**config.mk**
```make
export PLATFORM = sky130hd
export DESIGN_NAME = fb_addr_gen
export DESIGN_NICKNAME = d
export VERILOG_FILES = /design/src/rtl/pong_video_pkg.sv /design/src/rtl/fb_xy2lin.sv /design/src/rtl/fb_addr_gen.sv
export SDC_FILE = /design/constraint.sdc
export NUM_CORES = 1
export LEC_CHECK = 0
export BUFFER_PORTS_ARGS = -buffer_cell sky130_fd_sc_hd__buf_4
export CAP_MARGIN = 20
export CORE_UTILIZATION = 59
export CTS_CLUSTER_SIZE = 28
export DETAILED_ROUTE_END_ITERATION = 6
export GPL_TIMING_DRIVEN = 0
export PLACE_DENSITY_LB_ADDON = 0.1
export SLEW_MARGIN = 20
export SYNTH_ARGS = -nofsm -noshare
export SYNTH_HDL_FRONTEND = slang
export SYNTH_SLANG_ARGS = --single-unit
```
**constraint.sdc**
```tcl
create_clock -name clk -period 2.8 [get_ports clk]
set_input_delay 0.56 -clock clk [delete_from_list [all_inputs] [get_ports clk]]
set_output_delay 0.56 -clock clk [all_outputs]
set_load 0.005 [all_outputs]
```
**src/rtl/pong_video_pkg.sv**
```systemverilog
// Shared constants and helpers for the pong video path: framebuffer geometry,
// default pixel replication factors, coordinate/address widths.
package pong_video_pkg;

  localparam int FB_W        = 200;
  localparam int FB_H        = 150;
  localparam int SCALE_X_DEF = 4;
  localparam int SCALE_Y_DEF = 4;
  localparam int COORD_W     = 9;
  localparam int ADDR_W      = 16;

  typedef logic [ADDR_W-1:0]  addr_t;
  typedef logic [COORD_W-1:0] coord_t;

  // Linear framebuffer address of (x,y) at the default geometry.
  function automatic addr_t fb_linear(input coord_t x, input coord_t y);
    return addr_t'(y) * addr_t'(FB_W) + addr_t'(x);
  endfunction

endpackage

```
**src/rtl/fb_xy2lin.sv**
```systemverilog
// Two-stage (x,y) -> linear address pipeline for game-logic writes.
// Stage 1 forms y*FB_W with a constant multiply and the range check,
// stage 2 adds x and forces the address to 0 on an out-of-range request.
module fb_xy2lin #(
  parameter int FB_W    = pong_video_pkg::FB_W,
  parameter int FB_H    = pong_video_pkg::FB_H,
  parameter int COORD_W = pong_video_pkg::COORD_W,
  parameter int ADDR_W  = pong_video_pkg::ADDR_W
) (
  input  logic               clk,
  input  logic               rst_n,
  input  logic               req_valid,
  input  logic [COORD_W-1:0] req_x,
  input  logic [COORD_W-1:0] req_y,
  output logic               resp_valid,
  output logic [ADDR_W-1:0]  resp_addr,
  output logic               resp_err
);

  localparam int CW1 = COORD_W + 1;
  localparam logic [ADDR_W-1:0] W_A   = ADDR_W'(FB_W);
  localparam logic [CW1-1:0]    X_LIM = CW1'(FB_W);
  localparam logic [CW1-1:0]    Y_LIM = CW1'(FB_H);

  logic               vld_p1_q,  vld_p1_d;
  logic [ADDR_W-1:0]  prod_p1_q, prod_p1_d;
  logic [COORD_W-1:0] x_p1_q,    x_p1_d;
  logic               err_p1_q,  err_p1_d;

  logic               vld_p2_q,  vld_p2_d;
  logic [ADDR_W-1:0]  addr_p2_q, addr_p2_d;
  logic               err_p2_q,  err_p2_d;

  // Stage 1: row product, captured x, range check
  always_comb begin
    vld_p1_d  = req_valid;
    prod_p1_d = ADDR_W'(req_y) * W_A;
    x_p1_d    = req_x;
    err_p1_d  = ({1'b0, req_x} >= X_LIM) || ({1'b0, req_y} >= Y_LIM);
  end

  // Stage 2: final address, zeroed for rejected requests
  always_comb begin
    vld_p2_d  = vld_p1_q;
    err_p2_d  = vld_p1_q & err_p1_q;
    addr_p2_d = '0;
    if (vld_p1_q && !err_p1_q) begin
      addr_p2_d = prod_p1_q + ADDR_W'(x_p1_q);
    end
  end

  // Pipeline registers; reset drops anything in flight
  always_ff @(posedge clk or negedge rst_n) begin
    if (!rst_n) begin
      vld_p1_q  <= 1'b0;
      prod_p1_q <= '0;
      x_p1_q    <= '0;
      err_p1_q  <= 1'b0;
      vld_p2_q  <= 1'b0;
      addr_p2_q <= '0;
      err_p2_q  <= 1'b0;
    end else begin
      vld_p1_q  <= vld_p1_d;
      prod_p1_q <= prod_p1_d;
      x_p1_q    <= x_p1_d;
      err_p1_q  <= err_p1_d;
      vld_p2_q  <= vld_p2_d;
      addr_p2_q <= addr_p2_d;
      err_p2_q  <= err_p2_d;
    end
  end

  assign resp_valid = vld_p2_q;
  assign resp_addr  = addr_p2_q;
  assign resp_err   = err_p2_q;

endmodule

```
**src/rtl/fb_addr_gen.sv**
```systemverilog
// Framebuffer address generator: raster scan with pixel/line replication
// driven by a display-pixel strobe, plus an independent random-access
// (x,y) -> address translation port for game-logic writes.
module fb_addr_gen
  import pong_video_pkg::*;
#(
  parameter int FB_W    = pong_video_pkg::FB_W,
  parameter int FB_H    = pong_video_pkg::FB_H,
  parameter int SCALE_X = SCALE_X_DEF,
  parameter int SCALE_Y = SCALE_Y_DEF,
  parameter int COORD_W = pong_video_pkg::COORD_W,
  parameter int ADDR_W  = pong_video_pkg::ADDR_W
) (
  input  logic               clk,
  input  logic               rst_n,
  input  logic               frame_start,
  input  logic               pix_en,
  output logic [ADDR_W-1:0]  scan_addr,
  output logic               scan_valid,
  output logic [COORD_W-1:0] scan_x,
  output logic [COORD_W-1:0] scan_y,
  output logic               line_end,
  output logic               frame_end,
  output logic               overrun,
  input  logic               req_valid,
  input  logic [COORD_W-1:0] req_x,
  input  logic [COORD_W-1:0] req_y,
  output logic               resp_valid,
  output logic [ADDR_W-1:0]  resp_addr,
  output logic               resp_err
);

  localparam int SXW = (SCALE_X > 1) ? $clog2(SCALE_X) : 1;
  localparam int SYW = (SCALE_Y > 1) ? $clog2(SCALE_Y) : 1;
  localparam logic [SXW-1:0]     SX_LAST = SXW'(SCALE_X - 1);
  localparam logic [SYW-1:0]     SY_LAST = SYW'(SCALE_Y - 1);
  localparam logic [COORD_W-1:0] X_LAST  = COORD_W'(FB_W - 1);
  localparam logic [COORD_W-1:0] Y_LAST  = COORD_W'(FB_H - 1);
  localparam logic [ADDR_W-1:0]  W_A     = ADDR_W'(FB_W);

  // Scan position state
  logic [SXW-1:0]     sub_x_q,    sub_x_d,    sub_x_c;
  logic [COORD_W-1:0] fb_x_q,     fb_x_d,     fb_x_c;
  logic [SYW-1:0]     sub_y_q,    sub_y_d,    sub_y_c;
  logic [COORD_W-1:0] fb_y_q,     fb_y_d,     fb_y_c;
  logic [ADDR_W-1:0]  row_base_q, row_base_d, row_base_c;
  logic               done_q,     done_d;
  logic               overrun_q,  overrun_d;

  // Registered scan outputs
  logic [ADDR_W-1:0]  scan_addr_q,  scan_addr_d;
  logic               scan_valid_q, scan_valid_d;
  logic [COORD_W-1:0] scan_x_q,     scan_x_d;
  logic [COORD_W-1:0] scan_y_q,     scan_y_d;
  logic               line_end_q,   line_end_d;
  logic               frame_end_q,  frame_end_d;

  // Next-state for the scan: apply frame_start first, then take one step on pix_en
  always_comb begin
    sub_x_c    = frame_start ? '0 : sub_x_q;
    fb_x_c     = frame_start ? '0 : fb_x_q;
    sub_y_c    = frame_start ? '0 : sub_y_q;
    fb_y_c     = frame_start ? '0 : fb_y_q;
    row_base_c = frame_start ? '0 : row_base_q;

    sub_x_d    = sub_x_c;
    fb_x_d     = fb_x_c;
    sub_y_d    = sub_y_c;
    fb_y_d     = fb_y_c;
    row_base_d = row_base_c;
    done_d     = frame_start ? 1'b0 : done_q;
    overrun_d  = frame_start ? 1'b0 : overrun_q;

    scan_valid_d = 1'b0;
    line_end_d   = 1'b0;
    frame_end_d  = 1'b0;
    scan_addr_d  = scan_addr_q;
    scan_x_d     = scan_x_q;
    scan_y_d     = scan_y_q;

    if (pix_en) begin
      if (done_d) begin
        overrun_d = 1'b1;
      end else begin
        scan_valid_d = 1'b1;
        scan_addr_d  = row_base_c + ADDR_W'(fb_x_c);
        scan_x_d     = fb_x_c;
        scan_y_d     = fb_y_c;
        if (sub_x_c != SX_LAST) begin
          sub_x_d = sub_x_c + SXW'(1);
        end else begin
          sub_x_d = '0;
          if (fb_x_c != X_LAST) begin
            fb_x_d = fb_x_c + COORD_W'(1);
          end else begin
            fb_x_d     = '0;
            line_end_d = 1'b1;
            if (sub_y_c != SY_LAST) begin
              // Same framebuffer line is replayed: row_base untouched
              sub_y_d = sub_y_c + SYW'(1);
            end else begin
              sub_y_d = '0;
              if (fb_y_c != Y_LAST) begin
                fb_y_d     = fb_y_c + COORD_W'(1);
                row_base_d = row_base_c + W_A;
              end else begin
                fb_y_d      = '0;
                row_base_d  = '0;
                done_d      = 1'b1;
                frame_end_d = 1'b1;
              end
            end
          end
        end
      end
    end
  end

  // Scan state and output registers
  always_ff @(posedge clk or negedge rst_n) begin
    if (!rst_n) begin
      sub_x_q      <= '0;
      fb_x_q       <= '0;
      sub_y_q      <= '0;
      fb_y_q       <= '0;
      row_base_q   <= '0;
      done_q       <= 1'b0;
      overrun_q    <= 1'b0;
      scan_addr_q  <= '0;
      scan_valid_q <= 1'b0;
      scan_x_q     <= '0;
      scan_y_q     <= '0;
      line_end_q   <= 1'b0;
      frame_end_q  <= 1'b0;
    end else begin
      sub_x_q      <= sub_x_d;
      fb_x_q       <= fb_x_d;
      sub_y_q      <= sub_y_d;
      fb_y_q       <= fb_y_d;
      row_base_q   <= row_base_d;
      done_q       <= done_d;
      overrun_q    <= overrun_d;
      scan_addr_q  <= scan_addr_d;
      scan_valid_q <= scan_valid_d;
      scan_x_q     <= scan_x_d;
      scan_y_q     <= scan_y_d;
      line_end_q   <= line_end_d;
      frame_end_q  <= frame_end_d;
    end
  end

  assign scan_addr  = scan_addr_q;
  assign scan_valid = scan_valid_q;
  assign scan_x     = scan_x_q;
  assign scan_y     = scan_y_q;
  assign line_end   = line_end_q;
  assign frame_end  = frame_end_q;
  assign overrun    = overrun_q;

  fb_xy2lin #(
    .FB_W    (FB_W),
    .FB_H    (FB_H),
    .COORD_W (COORD_W),
    .ADDR_W  (ADDR_W)
  ) u_xy2lin (
    .clk        (clk),
    .rst_n      (rst_n),
    .req_valid  (req_valid),
    .req_x      (req_x),
    .req_y      (req_y),
    .resp_valid (resp_valid),
    .resp_addr  (resp_addr),
    .resp_err   (resp_err)
  );

endmodule

```
==> results of run 1 <==
## power by group through the flow
stage	clock network (mW)	registers [mW]	logic, mW
3_3_place_gp	0	1.89	0.624
3_5_place_dp	0	1.90	0.653
5_1_grt	2.17	1.88	0.756
4_1_cts	2.09	1.87	0.679
6_report	2.07	1.87	0.676
2_1_floorplan	0	1.89	0.452
## cell usage in the layout, fill, tap and decap left out, types with 20 or more instances in the layout
cell | netlist | final
inv_1 | 34 | 32
o21ai_0 | 35 | 34
xor2_1 | 21 | 21
dfrtp_1 | 119 | 119
xnor2_1 | 29 | 28
nor2_1 | 46 | 46
nor2b_1 | 37 | 32
clkbuf_16 | 0 | 20
ha_1 | 57 | 49
nand2_1 | 72 | 72
buf_4 | 0 | 92
## worst reg2reg max path, cell delays in order (launching register included)
cell      delay [ps]
dfrtp_1          320
nor2b_2          310
ha_4             200
nand4b_1         170
or4_4            540
or4_4            610
or3_4            350
a21oi_2          120
## sequential cells by signal, indices dropped and copies added, names as in the netlist, 2 cells and up
name and flops:
fb_x_q 9, fb_y_q 9, row_base_q 16, scan_addr 16
scan_x 9, scan_y 9, sub_x_q 2, sub_y_q 2
u_xy2lin.prod_p1_q 13, u_xy2lin.resp_addr 16, u_xy2lin.x_p1_q 9
## cells by family (layout without fill, tap and decap cells)
logic type	after synthesis	in the layout
AND/OR/NAND/NOR	253	253
flip-flops	119	119
AO/OA/AOI/OAI	91	91
adder cells (fa/ha/maj)	64	64
buffers and inverters	55	181
XOR/XNOR	50	50
multiplexers	7	7
## area by class of cell
| cell class | instances | area share [%] |
|---|---|---|
| Timing Repair Buffer | 96 | 9.24 |
| Clock inverter | 13 | 1.82 |
| Tap cell | 136 | 2.08 |
| Buffer | 19 | 2.05 |
| Clock buffer | 18 | 5.12 |
| Inverter | 35 | 1.64 |
| Multi-Input combinational cell | 465 | 41.6 |
| Sequential cell | 119 | 36.5 |
## what timing repair did
item,in CTS,in global routing
endpoints found under the setup margin,16,16
pin swaps,5,1
hold buffers,1,0
resized for setup,10,14
hold endpoints to repair,29,0
setup buffers,13,4
## worst max path at each step
stage | from | endpoint | slack (ps) | depth (start not counted)
after floorplan | frame_start | row_base_q[10]$_DFF_PN0_ | -260 | 11
after global placement | frame_start | row_base_q[8]$_DFF_PN0_ | -850 | 11
after detailed placement | frame_start | row_base_q[14]$_DFF_PN0_ | -910 | 11
after CTS | frame_start | row_base_q[10]$_DFF_PN0_ | 20 | 11
after global routing | frame_start | row_base_q[10]$_DFF_PN0_ | -40 | 11
final | frame_start | row_base_q[10]$_DFF_PN0_ | -20 | 11
## metal layers
layer | wire length, µm | up-vias | track usage (%) | part of all wire [%]
li1 | - | 2405 | - | -
met1 | 6070 | 2476 | 33.6 | 39
met2 | 7980 | 220 | 51.7 | 51
met3 | 857 | 64 | 6.07 | 5.5
met4 | 610 | 0 | 16.4 | 3.9
met5 | 0 | - | 0 | 0
## metrics by stage
stage                     hold slack [ps]  power, mW  std cells  setup WS [ps]
after floorplan                       264       2.34        639           -261
after global placement                392       2.52        852           -854
after detailed placement              407       2.55        853           -913
after CTS                             126       4.63        897           19.0
after global routing                  127       4.80        901          -42.9
final                                 140       4.62        901          -19.3
==> summary.txt, run 1 <==
STA
  – Fin worst setup slack: -19.3 ps
  – RSZ-0062 raised after global routing: true
  – Final Hold Vio Count: 0
  – Slew of the pin with the lowest slew margin: 730 ps
  – Setup skew after layout: 10.1 ps
  – Max Freq: 0.355 GHz
  – Rel. slew slack: 51.3%
  – Slew Viols, Final: 0
  – Tmin final: 2820 ps
  – Setup violators final: 1
  – Tcrit/Tclk final: 101%
  – Fin Setup TNS: -19.3 ps

Synthesis
  – Synth unique cells: 51
  – Asr flop ratio synth: 100%
  – Largest area contributor in the netlist: dfrtp_1
  – Post-synth top cells: 119 x dfrtp_1, 72 x nand2_1, 57 x ha_1
  – Area contributors post-synth: dfrtp_1 47%, ha_1 11%, nand2_1 4.2%
  – Post-synthesis cell area: 6390 µm²
  – Main combinational cell family by area after synthesis: simple AND/OR/NAND/NOR gates
  – Synthesized flop and latch total: 119
  – Xor-xnor portion of the synthesized cell area: 6.85%
  – Mapped Nets: 725
  – Post-synth EDFFs: 0
  – Seq/Total Area, Yosys: 46.6%
  – Number of cells produced by synthesis: 639
  – Area fraction of the dominant cell type after synthesis: 46.6%
  – Synth Area in Compound Gates: 8.59%
  – Top-count cell post-synth: dfrtp_1
  – Area share of and/or/nand/nor cells after synthesis: 20.1%
  – Ys flop type: dfrtp_1
  – Mux cell area share after synthesis: 1.19%
  – Mapped Avg Cell Area: 10.0 µm²
  – Adder and majority gate portion of the synthesized area: 13.2%
  – Synth Warn #: 0

Finish
  – Reg area: 2980 µm²
  – Antenna diodes: 0
  – Area of the multi-input gates: 3400 µm²
  – Final core occ: 78.4%
  – Area Growth Syn to Fin: 27.8%
  – Share of cells above drive strength 1: 22.5%
  – FILL cells: 682
  – Post-layout nets: 839
  – Fin area: 8170 µm²

Worst setup path
  – Family with the most delay on the worst path: simple AND/OR/NAND/NOR gates
  – Critical path's largest stage delay: 610 ps
  – Worst R2R Path Depth: 7
  – Startpoint class of the critical path: input port
  – Crit-path cells: buf_8 > clkbuf_16 > clkbuf_16 > clkbuf_16 > nor2b_4 > ha_4 > nand4b_1 > or4_4 > or4_4 > or3_4 > a21oi_2
  – R2r endpoint: row_base_q[10]$_DFF_PN0_
  – Cell mode on critical path: clkbuf_16
  – Req. time, crit path: 3250 ps
  – Reg2Reg Launch Point: fb_x_q[0]$_DFF_PN0_
  – Worst path bufs/invs: 4
  – Arr. time, crit path: 3270 ps
  – Critical path endpoint category: register
  – CP Max Fanout: 10
  – Reg-to-reg setup timing slack: 100 ps
  – Slowest cell on crit path: or4_4
  – CP Class: input port to register

Clock network
  – Total CTS buffers: 17
  – Clock tree buffer depth: 2
  – Clock latency on the worst-skew pair: 530 ps
  – H-tree levels: 4
  – CTS tree: done
  – Num Clock Sinks: 119
  – Clock Tree Root: clkbuf_8
  – Clock-pin slew on the worst setup and hold paths: 60 ps

Routing
  – Drt first pass iters: 5
  – Drc violations: 0
  – DRT Wirelength: 15500 µm
  – Post-route ant nets: 0
  – Vias per cell: 5.73
  – Via Count: 5165
  – Number of DRC markers in iteration 0: 294
  – WL/cell: 17.2 µm

Power
  – Sw Pwr: 1.22 mW
  – Internal power: 3.40 mW
  – Clock share of power: 44.8%
  – Lkg Pwr: 3.99 nW
  – Sw frac: 26.4%
  – Power Density: 565 nW/µm²
  – Register share of total power: 40.5%
  – Combinational share of power: 14.6%
  – VDD IR max: 0.519 mV

Floorplanning
  – Core area: 10400 µm²
  – Std cell rows: 37
  – DIE WIDTH: 106 µm
  – Die area: 11300 µm²
  – Initial Util: 61.4%
  – I/O pin count: 79
  – Die Span Y: 106 µm

Global route
  – Initial antenna violation count: 0
  – First-pass GRT wire length: 25300 µm
  – Vias in the first global route: 5385
  – Pin count of the biggest net entering global routing: 68
  – Gr usage total: 29.5%
  – Total gr overflow: 0

Placement
  – PortBufs: 77
  – Gpl congestion: 0.960
  – Post-DP HPWL: 10700 µm
  – Dpl cell area: 7350 µm²

Hold path
  – Hold path depth: 1
  – HP Class: input port to register
  – Hold EP: u_xy2lin.x_p1_q[0]$_DFF_PN0_
  – Min-delay src: req_x[0]

Run
  – Max_cap viols: 0

Outcome
  – Status: finished with violations
  – Violated checks: setup timing
No activity file was read; power rests on OpenSTA's default activity.
==> run 2, diff against run 1 <==
--- a/config.mk
+++ b/config.mk
@@ -15,4 +15,5 @@
 export SLEW_MARGIN = 20
 export SYNTH_ARGS = -nofsm -noshare
 export SYNTH_HDL_FRONTEND = slang
+export SYNTH_HIERARCHICAL = 1
 export SYNTH_SLANG_ARGS = --single-unit
==> constraint.sdc (replaced) <==
create_clock -name clk -period 2.8 [get_ports clk]
set_input_delay 0.42 -clock clk [delete_from_list [all_inputs] [get_ports clk]]
set_output_delay 0.42 -clock clk [all_outputs]
set_load 0.005 [all_outputs]
==> summary.txt, run 2 <==
Synthesis
  – Post-synthesis cell area: 6880 µm² (+7.7%)
  – Synthesized flop and latch total: 119 (unchanged)
  – Synth unique cells: 74 (+45%)
  – Mapped Avg Cell Area: 9.82 µm² (-1.8%)
  – Top-count cell post-synth: dfrtp_1
  – Synth Warn #: 6 (+6)
  – Adder and majority gate portion of the synthesized area: 12.3% (-0.94 points)
  – Ys flop type: dfrtp_1
  – Asr flop ratio synth: 100% (unchanged)
  – Seq/Total Area, Yosys: 43.3% (-3.3 points)
  – Number of cells produced by synthesis: 701 (+9.7%)
  – Mux cell area share after synthesis: 1.84% (+0.64 points)
  – Area contributors post-synth: dfrtp_1 43%, ha_1 10%, nand2_1 4.4%
  – Xor-xnor portion of the synthesized cell area: 3.69% (-3.2 points)
  – Mapped Nets: 787 (+8.6%)
  – Post-synth top cells: 119 x dfrtp_1, 81 x nand2_1, 57 x ha_1
  – Area fraction of the dominant cell type after synthesis: 43.3% (-3.3 points)
  – Main combinational cell family by area after synthesis: simple AND/OR/NAND/NOR gates
  – Post-synth EDFFs: 0 (unchanged)
  – Largest area contributor in the netlist: dfrtp_1
  – Area share of and/or/nand/nor cells after synthesis: 22.3% (+2.2 points)
  – Synth Area in Compound Gates: 12.5% (+3.9 points)

Routing
  – Number of DRC markers in iteration 0: 317 (+7.8%)
  – Vias per cell: 5.86 (+2.2%)
  – Via Count: 5597 (+8.4%)
  – WL/cell: 17.0 µm (-1.0%)
  – Post-route ant nets: 0 (unchanged)
  – DRT Wirelength: 16300 µm (+4.9%)
  – Drt first pass iters: 4 (-1)
  – Drc violations: 0 (unchanged)

Power
  – Sw frac: 25.0% (-1.4 points)
  – Combinational share of power: 13.2% (-1.4 points)
  – VDD IR max: 0.500 mV (-3.7%)
  – Internal power: 3.69 mW (+8.6%)
  – Lkg Pwr: 4.12 nW (+3.3%)
  – Sw Pwr: 1.23 mW (+0.93%)
  – Clock share of power: 48.6% (+3.8 points)
  – Overall power: 4.92 mW (+6.6%)
  – Register share of total power: 38.2% (-2.3 points)
  – Power Density: 589 nW/µm² (+4.2%)

Worst setup path
  – Worst R2R Path Depth: 7 (unchanged)
  – CP Class: input port to register
  – Startpoint class of the critical path: input port
  – Req. time, crit path: 3130 ps (-120 ps)
  – Critical path endpoint category: register
  – Arr. time, crit path: 3000 ps (-270 ps)
  – CP Max Fanout: 10 (unchanged)

Finish
  – Final core occ: 73.5% (-4.9 points)
  – Share of cells above drive strength 1: 18.7% (-3.8 points)
  – Most frequent cells in the layout: 119 x dfrtp_1, 81 x nand2_1, 78 x buf_4, 56 x ha_1, 43 x nor2_1
  – Post-layout nets: 885 (+5.5%)
  – Antenna diodes: 0 (unchanged)
  – Area Growth Syn to Fin: 21.4%
  – Post-Layout Cell Count: 955 (+6.0%)
  – Most common cell after layout, fill and taps aside: dfrtp_1

STA
  – Slew of the pin with the lowest slew margin: 942 ps (+212 ps)
  – Slew Viols, Final: 0 (unchanged)
  – Final Hold Vio Count: 0 (unchanged)
  – RSZ-0062 raised after global routing: false
  – Setup skew after layout: 7.75 ps (-2.38 ps)
  – Fin worst setup slack: 124 ps (+143 ps)
  – Hold Slack: 101 ps (-39.4 ps)
  – Tmin final: 2680 ps (-143 ps)
  – Setup violators final: 0 (-1)
  – Rel. slew slack: 36.7% (-15 points)
  – Max Freq: 0.374 GHz (+5.4%)
  – Tcrit/Tclk final: 95.6% (-5.1 points)

Clock network
  – Clock latency on the worst-skew pair: 420 ps (-110 ps)
  – Total CTS buffers: 17 (unchanged)
  – Clock tree buffer depth: 2 (unchanged)
  – Num Clock Sinks: 119 (unchanged)
  – H-tree levels: 4 (unchanged)
  – Clock Tree Root: clkbuf_16
  – Clock-pin slew on the worst setup and hold paths: 50 ps (about the same)
  – CTS tree: done

Outcome
  – Status: finished, final reports clean

Placement
  – Dpl ws: -623 ps (+290 ps)
  – PortBufs: 78 (+1.3%)
  – Placed Cells: 923 (+8.2%)
  – Gpl congestion: 0.901 (-6.2%)
  – Post-DP HPWL: 12100 µm (+13%)

Global route
  – Gr usage total: 28.9% (-0.60 points)
  – Total gr overflow: 0 (unchanged)
  – First-pass GRT wire length: 26100 µm (+3.2%)
  – Initial antenna violation count: 0 (unchanged)
  – Pin count of the biggest net entering global routing: 69 (+1.5%)
  – Vias in the first global route: 5520 (+2.5%)

Run
  – Max_cap viols: 0 (unchanged)

Floorplanning
  – Die area: 12100 µm² (+7.5%)
  – Std cell rows: 39 (+5.4%)
  – Initial Util: 60.5% (-0.83 points)
  – Core area: 11400 µm² (+9.2%)
  – DIE WIDTH: 110 µm (+3.7%)
  – Die Span Y: 110 µm (+3.7%)
  – I/O pin count: 79 (unchanged)

Hold path
  – HP Class: input port to register
  – Hold path depth: 1 (unchanged)
-- run 2: cell types whose count changed after synthesis, sizes merged, moves of 5 or more --
cell    previous run  this run
a211oi             3         9
a31oi              3         9
buf                2        11
inv               34        41
mux2i              2         7
nand2             72        81
nand2b            18        24
nor3              21        15
o211ai             1         6
o21ai             35        44
xnor2             29        22
xor2              21         4
-- run 2: kinds of logic (layout without fill, tap and decap cells) --
| logic type | count (synthesis) | after routing |
|---|---|---|
| and+or+nand+nor | 285 | 285 |
| AOI/OAI and AO/OA | 127 | 127 |
| DFF | 119 | 119 |
| buffers and inverters | 68 | 179 |
| adders and majority gates | 64 | 64 |
| xor gates and xnor gates | 26 | 26 |
| muxes | 12 | 12 |
-- run 2: worst max-delay path: stages --
cell	delay, ps
buf_4	130
clkbuf_2	220
clkbuf_2	280
nor2b_1	400
ha_1	350
o21ai_0	140
nor4_1	80
or3_1	360
buf_2	180
and3_4	190
a311oi_2	250
-- run 2: path summary, 6_finish.rpt --
check / from / end / slack, ps
setup / recovery: frame_start / scan_addr[11]$_DFFE_PN0P_ / 120
hold reg to reg: u_xy2lin/vld_p1_q$_DFF_PN0_ / u_xy2lin/resp_valid$_DFF_PN0_ / 410
max in group asynchronous: rst_n / scan_addr[6]$_DFFE_PN0P_ / 1610
min in group asynchronous: rst_n / scan_addr[1]$_DFFE_PN0P_ / 500
setup reg to reg: fb_x_q[5]$_DFF_PN0_ / scan_addr[8]$_DFFE_PN0P_ / 330
hold / removal: req_x[0] / u_xy2lin/x_p1_q[0]$_DFF_PN0_ / 100
-- run 2: final cells by class --
| cell class | instances | area [µm²] |
|---|---|---|
| clock inverter | 12 | 199 |
| multi-input combinational | 514 | 3640 |
| buffer | 24 | 124 |
| timing repair buffer | 80 | 627 |
| clock buffer | 20 | 447 |
| inverter | 43 | 163 |
| sequential | 119 | 2980 |
| tap | 143 | 179 |
| fill | 796 | 3020 |
-- run 2: layer usage --
metal	track usage (%)	vias to the layer above	wire, µm
met5	0	-	0
met4	14.2	0	460
met3	6.35	33	844
met2	50.8	189	8460
met1	33.3	2711	6510
li1	-	2664	-
-- run 2: power by group through the flow --
stage / logic (mW) / registers [mW] / clock network, mW
after floorplan: 0.430 / 1.88 / 0
after global placement: 0.609 / 1.90 / 0
after detailed placement: 0.641 / 1.91 / 0
after CTS: 0.651 / 1.88 / 2.41
after global routing: 0.730 / 1.89 / 2.49
final: 0.650 / 1.88 / 2.39
-- run 2: repair_timing --
action	in CTS	in global routing
hold buffers	1	0
setup buffers	0	0
resized for setup	3	2
setup endpoints to repair	8	8
hold endpoints to repair	51	0
-- run 2: per-stage QoR --
stage | cell area, µm² | TNS, ps
global placement | 7660 | -14160
global route | 8350 | 0
detailed placement | 7690 | -15400
CTS | 8350 | 0
floorplan | 6900 | 0
finish | 8350 | 0
